**src/rtl/pipelined_shifter.sv**
```systemverilog
// Fully pipelined barrel shifter (SLL/SRL/SRA/ROR), one power-of-two level per stage with valid/ready.
// Define PIPELINED_SHIFTER_ROTATE_EN to build rotate-right for op 11; otherwise op 11 behaves as SRL.
module pipelined_shifter #(
    parameter int WIDTH = 32,
    parameter int TAG_W = 4,
    localparam int SHW = $clog2(WIDTH)
) (
    input  logic             clock,
    input  logic             reset,
    input  logic             flush,
    input  logic             in_valid,
    output logic             in_ready,
    input  logic [WIDTH-1:0] in_data,
    input  logic [SHW-1:0]   in_shamt,
    input  logic [1:0]       in_op,
    input  logic [TAG_W-1:0] in_tag,
    output logic             out_valid,
    input  logic             out_ready,
    output logic [WIDTH-1:0] out_data,
    output logic [TAG_W-1:0] out_tag
);

    logic             valid_r [SHW];
    logic [WIDTH-1:0] data_r  [SHW];
    logic [SHW-1:0]   shamt_r [SHW];
    logic [1:0]       op_r    [SHW];
    logic [TAG_W-1:0] tag_r   [SHW];
    logic             sign_r  [SHW];

    logic             ready_s     [SHW];
    logic             src_valid_s [SHW];
    logic [WIDTH-1:0] src_data_s  [SHW];
    logic [SHW-1:0]   src_shamt_s [SHW];
    logic [1:0]       src_op_s    [SHW];
    logic [TAG_W-1:0] src_tag_s   [SHW];
    logic             src_sign_s  [SHW];
    logic [WIDTH-1:0] lvl_data_s  [SHW];
    logic             in_ready_s;

    // One shift level of 2**lvl positions, applied only when its shamt bit is set.
    function automatic logic [WIDTH-1:0] shift_level(
        input logic [WIDTH-1:0] d,
        input logic             en,
        input int               lvl,
        input logic [1:0]       op,
        input logic             sign
    );
        int               amt;
        logic [WIDTH-1:0] fill;
        logic [WIDTH-1:0] res;
        amt  = 1 << lvl;
        fill = ~({WIDTH{1'b1}} >> amt);
        if (!en) begin
            res = d;
        end else begin
            case (op)
                2'b00:   res = d << amt;
                2'b01:   res = d >> amt;
                2'b10:   res = (d >> amt) | (sign ? fill : {WIDTH{1'b0}});
`ifdef PIPELINED_SHIFTER_ROTATE_EN
                2'b11:   res = (d >> amt) | (d << (WIDTH - amt));
`else
                2'b11:   res = d >> amt;
`endif
                default: res = d;
            endcase
        end
        return res;
    endfunction

    // Stage k can load when empty or when the stage below it moves on.
    always_comb begin
        logic r;
        r = out_ready;
        for (int k = SHW - 1; k >= 0; k--) begin
            r = r || !valid_r[k];
            ready_s[k] = r;
        end
    end

    assign in_ready_s = ready_s[0] && !flush;

    // Per-stage source selection and the combinational level feeding each register.
    always_comb begin
        src_valid_s[0] = in_valid && in_ready_s;
        src_data_s[0]  = in_data;
        src_shamt_s[0] = in_shamt;
        src_op_s[0]    = in_op;
        src_tag_s[0]   = in_tag;
        src_sign_s[0]  = in_data[WIDTH-1];
        for (int k = 1; k < SHW; k++) begin
            src_valid_s[k] = valid_r[k-1];
            src_data_s[k]  = data_r[k-1];
            src_shamt_s[k] = shamt_r[k-1];
            src_op_s[k]    = op_r[k-1];
            src_tag_s[k]   = tag_r[k-1];
            src_sign_s[k]  = sign_r[k-1];
        end
        for (int k = 0; k < SHW; k++) begin
            lvl_data_s[k] = shift_level(src_data_s[k], src_shamt_s[k][SHW-1-k], SHW - 1 - k,
                                        src_op_s[k], src_sign_s[k]);
        end
    end

    // Pipeline registers: flush drops valids only; payload loads on an accepted transfer.
    always_ff @(posedge clock or posedge reset) begin
        if (reset) begin
            for (int k = 0; k < SHW; k++) begin
                valid_r[k] <= 1'b0;
                data_r[k]  <= {WIDTH{1'b0}};
                shamt_r[k] <= {SHW{1'b0}};
                op_r[k]    <= 2'b00;
                tag_r[k]   <= {TAG_W{1'b0}};
                sign_r[k]  <= 1'b0;
            end
        end else begin
            for (int k = 0; k < SHW; k++) begin
                if (flush) begin
                    valid_r[k] <= 1'b0;
                end else if (ready_s[k]) begin
                    valid_r[k] <= src_valid_s[k];
                end
                if (!flush && ready_s[k] && src_valid_s[k]) begin
                    data_r[k]  <= lvl_data_s[k];
                    shamt_r[k] <= src_shamt_s[k];
                    op_r[k]    <= src_op_s[k];
                    tag_r[k]   <= src_tag_s[k];
                    sign_r[k]  <= src_sign_s[k];
                end
            end
        end
    end

    assign in_ready  = in_ready_s;
    assign out_valid = valid_r[SHW-1];
    assign out_data  = data_r[SHW-1];
    assign out_tag   = tag_r[SHW-1];

endmodule

```
**config.mk**
```make
export PLATFORM = sky130hd
export DESIGN_NAME = pipelined_shifter
export DESIGN_NICKNAME = d
export VERILOG_FILES = /design/src/rtl/pipelined_shifter.sv
export SDC_FILE = /design/constraint.sdc
export NUM_CORES = 1
export LEC_CHECK = 0
export ABC_AREA = 1
export CORE_MARGIN = 2
export CORE_UTILIZATION = 30
export DETAILED_ROUTE_END_ITERATION = 10
export PLACE_DENSITY_LB_ADDON = 0.08
export SYNTH_ARGS = -nofsm -noshare
export SYNTH_HDL_FRONTEND = slang
export SYNTH_SLANG_ARGS = --single-unit
```
**constraint.sdc**
```tcl
create_clock -name clock -period 16.5 [get_ports clock]
set_input_delay 3.3 -clock clock [delete_from_list [all_inputs] [get_ports clock]]
set_output_delay 3.3 -clock clock [all_outputs]
set_load 0.005 [all_outputs]
```
Yosys cells after proc, flatten, opt, wreduce, memory -nomap -nowiden
Cells that the tools add are included.

Multiplexer cells: 25. Divide/modulo/power cells: 0. Equal/unequal tests: 15. $mul: 0. Shift operators: 0. Order comparisons: 0. Bitwise gates (word level): 5. Reduce and logical (&&, ||, !) cells: 37. Add/subtract/negate cells: 0.

Operator list (number): 32-bit one-hot mux with 3 select lines (5); 32-bit 2-to-1 mux (10); 16-bit by 32-bit OR with 32-bit output (1); 24-bit by 32-bit OR with 32-bit output (1); 28-bit by 32-bit OR with 32-bit output (1); 30-bit by 32-bit OR with 32-bit output (1); 31-bit by 32-bit OR with 32-bit output (1); 2-bit equality test (second input constant) (10); 1-bit logical AND (11); 2-bit by 1-bit equality test with 1-bit output (second input constant) (5); 2-bit zero test (5); 1-bit 2-to-1 mux (10); 2-bit nonzero test (5); 2-bit OR reduction (5); 1-bit zero test (6); 1-bit logical OR (5).

Memory bits (read-only): 0. Memory bits (writable): 0. Word-level logic and storage cells: 109. Memories kept: 0. Flip-flop bits (word level): 207. Output and inout port bits: 38. Latch bits: 0. Input port bits: 48.

Logic depth before layout (Yosys ltp)
Depth after elaboration: 10. Gate-level depth with buffers: 10. Mapped depth without buffers: 8.

Worst setup path after synthesis
No wires, ideal clock.

Kind: input port to output port. Start point: input out_ready. End point: output in_ready. Buffers on the path: 0. Data arrival time: 3.763 ns. Path slack: 9.437 ns. Cell stages on the path: 6. Data required time: 13.200 ns. Path through: inv_1 nand3_2 nor2_2 nand2_1 inv_1 a21oi_1.

Word-level cells in the longest chain between the ends: 6.

Ends and longest elaborated chain: start: declaration (RTL line 18) `input logic out_ready,`; 1-bit logical OR (5 in a row) (RTL line 76) `r = r || !valid_r[k];`; 1-bit logical AND (RTL line 81) `assign in_ready_s = ready_s[0] && !flush;`; end: declaration (RTL line 12) `output logic in_ready,`.

No other way between the ends.

Worst setup path in the final report
Same ends and word-level chain as after synthesis.

==> flow_summary.json <==
{
  "drt_iter0_drc": 604,
  "synth_warnings": 0,
  "ys_types": 24,
  "drv_cap": 0,
  "stdcell_area_um2": 12600,
  "drive_gt1_frac": 0.0503,
  "dieArea_um2": 38100,
  "boundaryPins": 86,
  "h-tree-depth": 1,
  "syn_to_final_growth_pct": 15.1,
  "worstMarginPinSlew_ns": 0.957,
  "cp.required_ns": 13.20,
  "slowest_stage": "clkdlybuf4s50_1",
  "outcome": "complete, no violations",
  "ys.flop_type": "dfrtp_1",
  "hpwl_um": 21100,
  "track_usage": 0.164,
  "path_clk_slew_ns": 0.05,
  "cts_buffers": 26,
  "synth_top_area_cell": "dfrtp_1",
  "critPathLaunchType": "primary input",
  "setup_violations": 0,
  "tritoncts": "done",
  "fillers": 3942,
  "core_um2": 36300,
  "clock-root-buffer": "clkbuf_16",
  "criticalPathCategory": "in -> out",
  "die_h_um": 195,
  "total_power_mw": 1.71,
  "hold_path_class": "reg -> reg",
  "rsz0062_at_grt": "no",
  "gr-total-overflow": 0,
  "fin_skew_ns": 0.0118,
  "path_max_fanout": 3,
  "cts.path.max_buffers": 3,
  "cts_sinks": 207,
  "drt_first_pass_iters": 5,
  "clock.fmax_mhz": 125,
  "cp_cell_sequence": "clkdlybuf4s50_1, inv_1, nand3_2, nor2_2, nand2_1, inv_1, a21oi_1, clkdlybuf4s50_1",
  "final_cells": 1939,
  "max_slew_margin": 0.362,
  "synth.most_common_cell": "nand2_1",
  "row_count": 70,
  "dr_total_vias": 9310,
  "place_inst": 1892,
  "port_buffers": 85,
  "yosys-top-cells-area": "dfrtp_1 (47%), nand2_1 (14%), a21oi_1 (8.8%), o21ai_0 (8.4%), inv_1 (3.7%)",
  "grt_start_max_net_pins": 80,
  "synth_cells": 1458,
  "route.detailed.drc": 0,
  "start_util": 0.302,
  "routed_wl_um": 30800,
  "endpoint_kind": "output port",
  "place_area_um2": 11800,
  "hold_buffers": 0,
  "leakagePower_nw": 5.84,
  "hold_viol": 0,
  "post-cts-setup-buffers": 0,
  "cts_resized": 0,
  "final_antenna_net_count": 0,
  "avgSynthCellArea_um2": 7.52,
  "antenna_found_initial": 0,
  "synth_seq_cells": 207,
  "slew_violations": 0,
  "syn_nets": 1506,
  "yosysSeqAreaShare": 0.473,
  "min_period_ns": 8.03,
  "max_stage_delay_ns": 0.52,
  "via_per_inst": 4.80,
  "clk-insertion-delay-late_ns": 0.52,
  "routedWlPerCell_um": 15.9,
  "nNetsFinal": 1500,
  "dieWidth_um": 195,
  "grt_pass1_wl_um": 51200,
  "grt_pass1_vias": 9094,
  "synth_top_area_share": 0.473,
  "synth_edf_count": 0,
  "ys_top_cells_by_count": "nand2_1 (417), dfrtp_1 (207), a21oi_1 (192)",
  "ir_drop_mv": 0.0608,
  "setup_tns_ns": 0,
  "syn_area_um2": 11000,
  "period_share": 0.487,
  "worstPathArrival_ns": 4.73,
  "p_per_area_nw_per_um2": 136,
  "diodes": 0,
  "synthArstFlopShare": 1.00,
  "place_congestion": 0.771
}
[stage by stage]
stage          setup WS [ns]   util  hold WS, ns
2_1_floorplan           7.55      -        0.442
3_3_place_gp            8.45  0.325        0.461
3_5_place_dp            8.46  0.325        0.460
4_1_cts                 8.46  0.348        0.478
5_1_grt                 8.37  0.348        0.495
6_report                8.47  0.348        0.470
[worst max-delay path: cells and delay by family]
family / cells / cell delay, ns
buffers and inverters: 4 / 1.08
AND/OR/NAND/NOR: 3 / 0.24
AO/OA/AOI/OAI: 1 / 0.11
[worst paths after layout]
| kind | start | endpoint | slack, ns | cells after the start |
|---|---|---|---|---|
| max in group asynchronous | reset | out_data[28] | 11.09 | 4 |
| worst min register to register | src_tag_s[1] | out_tag[1] | 0.47 | 2 |
| min in group asynchronous | reset | data_r[130] | 3.25 | 2 |
| worst min-delay path | src_tag_s[1] | out_tag[1] | 0.47 | 2 |
| worst max-delay path | out_ready | in_ready | 8.47 | 8 |
| worst max register to register | out_valid | data_r[149] | 14.18 | 7 |
[cell families (layout without fill, tap and decap cells)]
kind of cell | after synthesis | in the layout | synth area share
compound gates | 446 | 446 | 0.215
buf+inv | 250 | 263 | 0.108
flops | 207 | 207 | 0.473
simple gates | 555 | 555 | 0.204
[cell usage in the layout (no fill, tap or decap)]
cell             instances
nand3_1                 13
buf_4                   17
nand3b_1                 1
a22oi_1                 28
o21ai_1                 22
inv_1                  106
nor2_4                   1
inv_6                    1
clkbuf_1                 9
nand4_1                 44
clkdlybuf4s50_1         85
o21ai_2                  4
nor2_1                  73
nand2_2                  1
inv_4                    1
clkbuf_8                 4
inv_8                    1
clkinv_1                 1
o21ai_0                185
clkinv_2                 4
a31oi_1                  2
nand2_1                416
clkinvlp_4               1
o211ai_1                13
clkbuf_16               27
a21oi_1                192
nor2_2                   2
dfrtp_1                207
bufinv_16                1
nand3_2                  4
inv_2                    5
[power breakdown]
| part | switching [mW] | internal, mW | total [mW] |
|---|---|---|---|
| registers | 0.109 | 0.631 | 0.740 |
| logic | 0.254 | 0.169 | 0.423 |
| clock network | 0.217 | 0.333 | 0.550 |
| total | 0.580 | 1.13 | 1.71 |
[cell type report]
cell class	count	area [µm²]	area share
Clock inverter	7	66.3	0.00526
Timing Repair Buffer	102	978	0.0775
Tap cell	468	586	0.0464
Sequential cell	207	5180	0.411
Multi-Input combinational cell	1001	4610	0.365
Clock buffer	40	764	0.0606
Inverter	114	438	0.0347
[sequential cells by signal, indices dropped and copies added, names as in the netlist]
| signal | flops |
|---|---|
| data_r | 128 |
| out_data | 32 |
| src_tag_s | 16 |
| shamt_r | 10 |
| op_r | 8 |
| out_tag | 4 |
| sign_r | 4 |
| src_valid_s | 4 |
| out_valid | 1 |
[metal layers]
layer  up-vias  global-route usage  part of all wire
li1       4777                   -                 -
met1      4336               0.242              0.49
met2       160               0.255              0.45
met3        37              0.0188             0.035
met4         0              0.0433             0.022
met5         -                   0                 0
Power figures use the tool's default switching activity.
